--- src/rtl/spi_reg_slave_if.sv ---
// Serial pins plus register-file outputs of the SPI register responder.
// frame_err exists only when SPI_SLAVE_ERR_EN is defined.
interface spi_reg_slave_if #(
    parameter int DATA_W = 3
);
    logic              spi_sclk;
    logic              spi_mosi;
    logic              spi_ss_n;
    logic              spi_miso;
    logic [DATA_W-1:0] t_r_wait;
    logic [DATA_W-1:0] t_g_wait;
    logic              wr_pulse;
`ifdef SPI_SLAVE_ERR_EN
    logic              frame_err;
`endif

    modport slave (
        input  spi_sclk, spi_mosi, spi_ss_n,
        output spi_miso, t_r_wait, t_g_wait, wr_pulse
`ifdef SPI_SLAVE_ERR_EN
        , output frame_err
`endif
    );

    modport master (
        output spi_sclk, spi_mosi, spi_ss_n,
        input  spi_miso, t_r_wait, t_g_wait, wr_pulse
`ifdef SPI_SLAVE_ERR_EN
        , input frame_err
`endif
    );
endinterface

--- src/rtl/spi_reg_slave.sv ---
// SPI mode-0 responder with a two-entry register file, oversampled in the clk domain.
// Define SPI_SLAVE_ERR_EN for the frame_err strobe and the abort counter at ADDR 8'h03.
module spi_reg_slave #(
    parameter int                DATA_W      = 3,
    parameter logic [DATA_W-1:0] R_WAIT_INIT = 3'h3,
    parameter logic [DATA_W-1:0] G_WAIT_INIT = 3'h4,
    parameter int                SYNC_STAGES = 2
) (
    input  logic            clk,
    input  logic            n_rst,
    spi_reg_slave_if.slave  bus
);
    typedef enum logic [2:0] {IDLE, CMD, ADDR, DATA, DONE} state_t;

    logic [SYNC_STAGES-1:0] sclk_sync_q, mosi_sync_q, ss_sync_q;
    logic                   sclk_prev_q, ss_prev_q;
    logic                   sclk_cur, mosi_cur, ss_cur;
    logic                   sclk_rise, sclk_fall, ss_fall;

    state_t            state_q, state_d;
    logic [2:0]        bit_cnt_q, bit_cnt_d;
    logic [7:0]        rx_q, rx_d, rx_next;
    logic [7:0]        addr_q, addr_d;
    logic [7:0]        tx_q, tx_d;
    logic [7:0]        rd_data;
    logic              cmd_wr_q, cmd_wr_d;
    logic              miso_q, miso_d;
    logic              wr_pulse_q, wr_pulse_d;
    logic [DATA_W-1:0] r_wait_q, r_wait_d, g_wait_q, g_wait_d;
`ifdef SPI_SLAVE_ERR_EN
    logic              err_pulse_q, err_pulse_d;
    logic [7:0]        err_cnt_q, err_cnt_d;
`endif

    assign sclk_cur  = sclk_sync_q[SYNC_STAGES-1];
    assign mosi_cur  = mosi_sync_q[SYNC_STAGES-1];
    assign ss_cur    = ss_sync_q[SYNC_STAGES-1];
    assign sclk_rise = sclk_cur & ~sclk_prev_q;
    assign sclk_fall = ~sclk_cur & sclk_prev_q;
    assign ss_fall   = ~ss_cur & ss_prev_q;
    assign rx_next   = {rx_q[6:0], mosi_cur};

    // Read data is chosen from the address byte as it completes.
    always_comb begin
        rd_data = 8'h00;
        case (rx_next)
            8'h00:   rd_data = 8'(r_wait_q);
            8'h01:   rd_data = 8'(g_wait_q);
`ifdef SPI_SLAVE_ERR_EN
            8'h03:   rd_data = err_cnt_q;
`endif
            default: rd_data = 8'h00;
        endcase
    end

    always_comb begin
        state_d    = state_q;
        bit_cnt_d  = bit_cnt_q;
        rx_d       = rx_q;
        addr_d     = addr_q;
        tx_d       = tx_q;
        cmd_wr_d   = cmd_wr_q;
        miso_d     = miso_q;
        wr_pulse_d = 1'b0;
        r_wait_d   = r_wait_q;
        g_wait_d   = g_wait_q;
`ifdef SPI_SLAVE_ERR_EN
        err_pulse_d = 1'b0;
        err_cnt_d   = err_cnt_q;
`endif
        unique case (state_q)
            IDLE: begin
                if (ss_fall) begin
                    state_d   = CMD;
                    bit_cnt_d = 3'd0;
                    rx_d      = 8'h00;
                    if (sclk_rise) begin
                        rx_d      = {7'd0, mosi_cur};
                        bit_cnt_d = 3'd1;
                    end
                end
            end
            CMD, ADDR, DATA: begin
                if (ss_cur) begin
                    // Aborted frame: drop everything collected so far.
                    state_d   = IDLE;
                    bit_cnt_d = 3'd0;
                    rx_d      = 8'h00;
                    addr_d    = 8'h00;
                    tx_d      = 8'h00;
                    cmd_wr_d  = 1'b0;
                    miso_d    = 1'b0;
`ifdef SPI_SLAVE_ERR_EN
                    err_pulse_d = 1'b1;
                    if (err_cnt_q != 8'hFF) err_cnt_d = err_cnt_q + 8'd1;
`endif
                end else begin
                    if (sclk_rise) begin
                        rx_d      = rx_next;
                        bit_cnt_d = bit_cnt_q + 3'd1;
                        if (bit_cnt_q == 3'd7) begin
                            if (state_q == CMD) begin
                                cmd_wr_d = rx_next[0];
                                state_d  = ADDR;
                            end else if (state_q == ADDR) begin
                                addr_d  = rx_next;
                                tx_d    = rd_data;
                                state_d = DATA;
                            end else begin
                                state_d = DONE;
                                if (cmd_wr_q) begin
                                    if (addr_q == 8'h00) begin
                                        r_wait_d   = rx_next[DATA_W-1:0];
                                        wr_pulse_d = 1'b1;
                                    end else if (addr_q == 8'h01) begin
                                        g_wait_d   = rx_next[DATA_W-1:0];
                                        wr_pulse_d = 1'b1;
                                    end
`ifdef SPI_SLAVE_ERR_EN
                                    else if (addr_q == 8'h03) err_cnt_d = 8'h00;
`endif
                                end
                            end
                        end
                    end
                    // First fall in DATA presents tx[7]; the master samples it on the next rise.
                    if (sclk_fall && state_q == DATA) begin
                        miso_d = tx_q[7];
                        tx_d   = {tx_q[6:0], 1'b0};
                    end
                end
            end
            DONE: begin
                if (ss_cur) begin
                    state_d   = IDLE;
                    bit_cnt_d = 3'd0;
                    rx_d      = 8'h00;
                    tx_d      = 8'h00;
                    miso_d    = 1'b0;
                end
            end
            default: state_d = IDLE;
        endcase
    end

    always_ff @(posedge clk or negedge n_rst) begin
        if (!n_rst) begin
            sclk_sync_q <= '0;
            mosi_sync_q <= '0;
            ss_sync_q   <= '1;
            sclk_prev_q <= 1'b0;
            ss_prev_q   <= 1'b1;
            state_q     <= IDLE;
            bit_cnt_q   <= 3'd0;
            rx_q        <= 8'h00;
            addr_q      <= 8'h00;
            tx_q        <= 8'h00;
            cmd_wr_q    <= 1'b0;
            miso_q      <= 1'b0;
            wr_pulse_q  <= 1'b0;
            r_wait_q    <= R_WAIT_INIT;
            g_wait_q    <= G_WAIT_INIT;
`ifdef SPI_SLAVE_ERR_EN
            err_pulse_q <= 1'b0;
            err_cnt_q   <= 8'h00;
`endif
        end else begin
            sclk_sync_q <= {sclk_sync_q[SYNC_STAGES-2:0], bus.spi_sclk};
            mosi_sync_q <= {mosi_sync_q[SYNC_STAGES-2:0], bus.spi_mosi};
            ss_sync_q   <= {ss_sync_q[SYNC_STAGES-2:0], bus.spi_ss_n};
            sclk_prev_q <= sclk_cur;
            ss_prev_q   <= ss_cur;
            state_q     <= state_d;
            bit_cnt_q   <= bit_cnt_d;
            rx_q        <= rx_d;
            addr_q      <= addr_d;
            tx_q        <= tx_d;
            cmd_wr_q    <= cmd_wr_d;
            miso_q      <= miso_d;
            wr_pulse_q  <= wr_pulse_d;
            r_wait_q    <= r_wait_d;
            g_wait_q    <= g_wait_d;
`ifdef SPI_SLAVE_ERR_EN
            err_pulse_q <= err_pulse_d;
            err_cnt_q   <= err_cnt_d;
`endif
        end
    end

    assign bus.spi_miso = (state_q == DATA) & miso_q;
    assign bus.t_r_wait = r_wait_q;
    assign bus.t_g_wait = g_wait_q;
    assign bus.wr_pulse = wr_pulse_q;
`ifdef SPI_SLAVE_ERR_EN
    assign bus.frame_err = err_pulse_q;
`endif
endmodule
--- src/flat_wrapper.sv ---
// flat-port wrapper written by rule: the top's interface ports become plain ports
module spi_reg_slave_flat 
#(
    parameter int                DATA_W      = 3,
    parameter logic [DATA_W-1:0] R_WAIT_INIT = 3'h3,
    parameter logic [DATA_W-1:0] G_WAIT_INIT = 3'h4,
    parameter int                SYNC_STAGES = 2
)
  (clk, n_rst, bus_spi_sclk, bus_spi_mosi, bus_spi_ss_n, bus_spi_miso, bus_t_r_wait, bus_t_g_wait, bus_wr_pulse);
  spi_reg_slave_if #(.DATA_W(DATA_W)) bus_i ();
  input  logic clk;
  input  logic n_rst;
  input wire logic [$bits(bus_i.spi_sclk)-1:0] bus_spi_sclk;
  input wire logic [$bits(bus_i.spi_mosi)-1:0] bus_spi_mosi;
  input wire logic [$bits(bus_i.spi_ss_n)-1:0] bus_spi_ss_n;
  output wire logic [$bits(bus_i.spi_miso)-1:0] bus_spi_miso;
  output wire logic [$bits(bus_i.t_r_wait)-1:0] bus_t_r_wait;
  output wire logic [$bits(bus_i.t_g_wait)-1:0] bus_t_g_wait;
  output wire logic [$bits(bus_i.wr_pulse)-1:0] bus_wr_pulse;
  assign bus_i.spi_sclk = bus_spi_sclk;
  assign bus_i.spi_mosi = bus_spi_mosi;
  assign bus_i.spi_ss_n = bus_spi_ss_n;
  assign bus_spi_miso = bus_i.spi_miso;
  assign bus_t_r_wait = bus_i.t_r_wait;
  assign bus_t_g_wait = bus_i.t_g_wait;
  assign bus_wr_pulse = bus_i.wr_pulse;
  spi_reg_slave #(.DATA_W(DATA_W), .R_WAIT_INIT(R_WAIT_INIT), .G_WAIT_INIT(G_WAIT_INIT), .SYNC_STAGES(SYNC_STAGES)) u_core (.clk(clk), .n_rst(n_rst), .bus(bus_i));
endmodule
--- config.mk ---
export PLATFORM = sky130hd
export DESIGN_NAME = spi_reg_slave_flat
export DESIGN_NICKNAME = d
export VERILOG_FILES = /design/src/rtl/spi_reg_slave_if.sv /design/src/rtl/spi_reg_slave.sv /design/src/flat_wrapper.sv
export SDC_FILE = /design/constraint.sdc
export NUM_CORES = 1
export LEC_CHECK = 0
export ABC_AREA = 1
export CAP_MARGIN = 25
export CORE_MARGIN = 2
export CORE_UTILIZATION = 61
export DETAILED_ROUTE_END_ITERATION = 10
export DONT_BUFFER_PORTS = 1
export GPL_TIMING_DRIVEN = 1
export PLACE_DENSITY = 0.83
export SETUP_SLACK_MARGIN = 0.4
export SLEW_MARGIN = 5
export SYNTH_ARGS = -nofsm -noshare
export SYNTH_HDL_FRONTEND = slang
export SYNTH_SLANG_ARGS = --single-unit
--- constraint.sdc ---
create_clock -name clk -period 2.3 [get_ports clk]
set_clock_uncertainty 0.05 [all_clocks]
set_input_delay 0.46 -clock clk [delete_from_list [all_inputs] [get_ports clk]]
set_output_delay 0.46 -clock clk [all_outputs]
set_load 0.005 [all_outputs]
# Yosys cells after proc, flatten, opt, wreduce, memory -nomap -nowiden

Cells that the tools add are included.

Flip-flop bits (word level): 46
Output and inout port bits: 8

$add $sub $neg: 1
Eq/ne operators: 17
Muxes and demuxes: 49
Bitwise logic cells: 10
Reductions and logical operators: 19

Operators with widths:

| cell               | count |
|---|---|
| $mux 8             | 12 |
| $mux 3             | 10 |
| $mux 7             | 3 |
| $pmux 7 s3         | 1 |
| $mux 1             | 18 |
| $pmux 3 s3         | 2 |
| $eq 8x1->1 const B | 2 |
| $logic_not 8->1    | 2 |
| $pmux 8 s2         | 1 |
| $ne 4x1->1 const B | 3 |
| $reduce_and 4->1   | 3 |
| $reduce_bool 2->1  | 5 |
| $ne 3x1->1 const B | 3 |
| $reduce_and 9->1   | 1 |
| $reduce_and 8->1   | 1 |
| $eq 3x2->1 const B | 2 |
| $eq 3x3->1 const B | 2 |
| $ne 2x1->1 const B | 3 |
| $not 1->1          | 6 |
| $pmux 3 s2         | 1 |
| $reduce_and 6->1   | 1 |
| $reduce_and 5->1   | 1 |
| $and 1x1->1        | 4 |
| $ne 4x3->1 const B | 1 |
| 8 further kinds    | 8 |

# Depth between registers and ports, before layout

Depth after elaboration: 10
Gate-level depth with buffers: 10

# Worst setup path after synthesis

No wires, ideal clock.

Kind: register to register
Start: register u_core.bit_cnt_q[0]
End: register u_core.addr_q[0]
Library setup time: 119 ps
Data arrival time: 1,446 ps
Data required time: 2,131 ps
Path slack: 686 ps
Stages on the path, launching flop included: 9
Period minus slack after synthesis: 1,614 ps
Cell sequence: dfrtp_1 ha_1 ha_1 nand2_1 nand2_1 and3_1 buf_4 buf_6 o21a_1

Longest elaborated chain between the ends: 3

RTL lines:

| item                        | RTL line             | source |
|---|---|---|
| start: declaration          | spi_reg_slave.sv:21  | `logic [2:0] bit_cnt_q, bit_cnt_d;` |
| start signal: assignment    | spi_reg_slave.sv:174 | `bit_cnt_q <= bit_cnt_d;` |
| $eq 3x3->1                  | spi_reg_slave.sv:101 | `if (bit_cnt_q == 3'd7) begin` |
| $reduce_bool 2->1 (no line) | n/a                  |  |
| $reduce_and 5->1 (no line)  | n/a                  |  |
| end signal: assignment      | spi_reg_slave.sv:176 | `addr_q <= addr_d;` |
| end: declaration            | spi_reg_slave.sv:23  | `logic [7:0] addr_q, addr_d;` |

No other way between the ends.
A chain may end at the register's enable or synchronous reset.

# Worst setup path after layout

Start: register u_core.state_q[0]
End: output port bus_spi_miso

Longest elaborated chain between the ends: 2

RTL lines:

| item                     | RTL line             | source |
|---|---|---|
| start: declaration       | spi_reg_slave.sv:20  | `state_t state_q, state_d;` |
| start signal: assignment | spi_reg_slave.sv:173 | `state_q <= state_d;` |
| $eq 3x2->1               | spi_reg_slave.sv:190 | `assign bus.spi_miso = (state_q == DATA) & miso_q;` |
| $and 1x1->1              | spi_reg_slave.sv:190 |  |
| end: declaration         | flat_wrapper.sv:16   | `output wire logic [$bits(bus_i.spi_miso)-1:0] bus_spi_miso;` |

No other way between the ends.

==> flow_summary.yaml <==
worst_setup_path:
  crit_type: "register to output port"
  path_max_fanout: 5
  arrival_ns: 1.26
  end_kind: "output port"
  required_ns: 1.79
  cp_cell_sequence: "nand2_1, nor2_2, inv_1, nor2_1"
  cpPeakStageDelay_ns: 0.47
  start_kind: "register"
  cpMaxStageDelayCell: "dfrtp_1"
cts:
  cts_sinks: 46
  cts_buffers: 5
  cts_root_buffer: "clkbuf_4"
  clockBufferDepth: 2
  cts.clk_slew.worst_paths_ns: 0.13
  cts_tree: "built"
  htreeDepth: 2
  clkLatencyLatePin_ns: 0.36
floorplanning:
  io_pins: 13
  die_x_um: 64.2
  num_rows: 21
  die-area_sq_um: 4120
  core_sq_um: 3420
  start_util_pct: 64.7
  die_h_um: 64.2
sta:
  worst_slack_ns: 0.533
  finalHoldViolations: 0
  setup_viol: 0
  fmax_mhz: 566
  max_slew_margin_pct: 67.7
  fin_crit_sh_pct: 76.8
  tightest_slew_ns: 0.484
  slew_viol_final: 0
  rsz0062_at_grt: "yes"
  tns_ns: 0
  fin_crit_ns: 1.77
  fin_hold_ws_ns: 0.0282
drt:
  dr_wl_met2_um: 1790
  ant_nets: 0
  vias: 1634
  wire_per_inst_um: 12.8
  viasPerCell: 5.41
  drtIter0Drc: 75
  met3RoutedLength_um: 164
  wirelength_um: 3870
  met1_length_um: 1840
  drc: 0
  highest_layer: "met4"
  dr.pass1.iters: 4
yosys:
  synth_top_family_by_area: "simple AND/OR/NAND/NOR gates"
  synth_fp_nets: 256
  syn_area_sq_um: 2210
  syn_inst: 249
  synth-simple-area-share_pct: 27.7
  yosys_register_bits: 46
  yosysUniqueCellTypes: 30
  syn_area_per_cell_sq_um: 8.88
  ys_warn_count: 0
  yosysSeqAreaShare_pct: 52.4
  synth_compound_area_share_pct: 10.7
  muxShareOfSynthArea_pct: 0
  synthAdderAreaFrac_pct: 1.13
  synth-xor-area-share_pct: 0
placed_design:
  hpwl_um: 2790
  pre_cts_slack_ns: 0.518
  io_buffers: 0
  gp_congestion: 0.823
final_layout:
  final_util_pct: 69.6
  n_antenna_cell: 0
  fin_nets: 262
  drive_gt1_share_pct: 20.7
  areaGrowthSynthToFinish_pct: 7.53
outcome:
  run_status: "finished, final reports clean"
run:
  max_cap_viol_count: 0
power:
  max-vdd-ir-drop_mv: 0.602
  powerDensity_nw_per_um2: 978
  leakagePower_uw: 0.00114
global_route:
  antenna_found_initial: 0
  grt_usage_pct: 22.2
  grt_overflow_total: 0
  grt_pass1_wl_um: 7050
  grt_pass1_vias: 1634
  grt_max_degree: 47
min_path:
  hold_class: "input port to register"
worst paths after layout:
path / startpoint / endpoint / slack (ns) / depth (start not counted)
max in group asynchronous: n_rst / u_core.bus.t_g_wait[2] / 1.42 / 2
min in group asynchronous: n_rst / u_core.state_q[0] / 0.50 / 2
hold reg to reg: u_core.mosi_sync_q[0] / u_core.mosi_sync_q[1] / 0.32 / 0
setup reg to reg: u_core.ss_sync_q[1] / u_core.rx_q[3] / 0.54 / 8
setup / recovery: u_core.state_q[0] / bus_spi_miso / 0.53 / 4
hold / removal: bus_spi_ss_n / u_core.ss_sync_q[0] / 0.03 / 0
cell type report:
type	count	area [sq um]
Sequential cell	46	1160
Clock inverter	2	60.1
Clock buffer	6	51.3
Tap cell	46	57.6
Fill cell	265	1040
Inverter	32	120
Multi-Input combinational cell	165	877
Timing Repair Buffer	5	52.6
worst max-delay path: cells and delay by family, from the launching register on:
kind                   cells  cell delay [ns]
DFF                        1             0.47
and+or+nand+nor            3             0.38
buffers and inverters      1             0.05
cell usage in the layout, fill, tap and decap left out, types with 2 or more instances in the layout:
| master | instances |
|---|---|
| ha_1 | 2 |
| a21oi_1 | 2 |
| nor2_1 | 11 |
| nand3_1 | 30 |
| nand2_4 | 2 |
| bufinv_16 | 2 |
| o21ai_1 | 7 |
| o31ai_1 | 2 |
| dfstp_2 | 6 |
| nand2_2 | 5 |
| buf_4 | 3 |
| o21ai_0 | 14 |
| nor3_1 | 3 |
| clkbuf_4 | 5 |
| o21ai_2 | 10 |
| inv_2 | 7 |
| dfrtp_1 | 40 |
| nand3_2 | 2 |
| nor2_4 | 2 |
| nand2_1 | 62 |
| nor2_2 | 3 |
| inv_1 | 25 |
cells by family (layout without fill, tap and decap cells):
group | Yosys count | in the layout
AO/OA/AOI/OAI | 38 | 38
adder cells (fa/ha/maj) | 2 | 2
AND/OR/NAND/NOR | 125 | 125
flip-flops | 46 | 46
buffers and inverters | 38 | 45
power breakdown:
| part | total, uW | internal (uW) | leakage [uW] | switching, uW |
|---|---|---|---|---|
| Combinational | 735 | 233 | 0.000482 | 502 |
| Sequential | 969 | 893 | 0.000601 | 75.7 |
| Clock | 621 | 368 | 0.0000585 | 252 |
| Total | 2320 | 1490 | 0.00114 | 830 |
routing by layer:
layer  vias to the layer above  track usage (%)
met5                         -                0
met3                         7             5.46
li1                        817                -
met4                         0             9.04
met2                        33             35.4
met1                       777             29.2
state kept, by name, summed over array words and instances (netlist names), 2 cells and up:
name                 cells
u_core.mosi_sync_q       2
u_core.rx_q              7
u_core.bit_cnt_q         3
u_core.sclk_sync_q       2
u_core.addr_q            8
u_core.ss_sync_q         2
u_core.tx_q              8
u_core.bus.t_r_wait      3
u_core.bus.t_g_wait      3
u_core.state_q           3
through the flow:
| stage | std cells | power [uW] | cell area, sq um |
|---|---|---|---|
| floorplan | 249 | 1620 | 2210 |
| global placement | 289 | 1650 | 2210 |
| detailed placement | 289 | 1670 | 2210 |
| CTS | 299 | 2300 | 2350 |
| global route | 302 | 2470 | 2380 |
| finish | 302 | 2320 | 2380 |
synth_stat cells, drive strengths merged:
cell type   n  area share (%)
inv        32             5.4
buf         6             2.7
o21ai      31             8.7
nand2      69              13
o21a        1            0.34
ha          2             1.1
nand3      33             8.5
dfrtp      40              45
o22ai       1            0.28
nand4       1            0.28
a21oi       3            0.68
and3        2            0.62
nor2       17             4.6
nor3        3            0.68
o31ai       2            0.68
dfstp       6             7.1
repair_timing:
item                                    CTS  global route
endpoints found under the setup margin    0            10
resized for setup                         0             1
buffers inserted                          0             3
hold buffers                              2             0
hold endpoints to repair                 46             0
(Power assumes the default switching activity.)
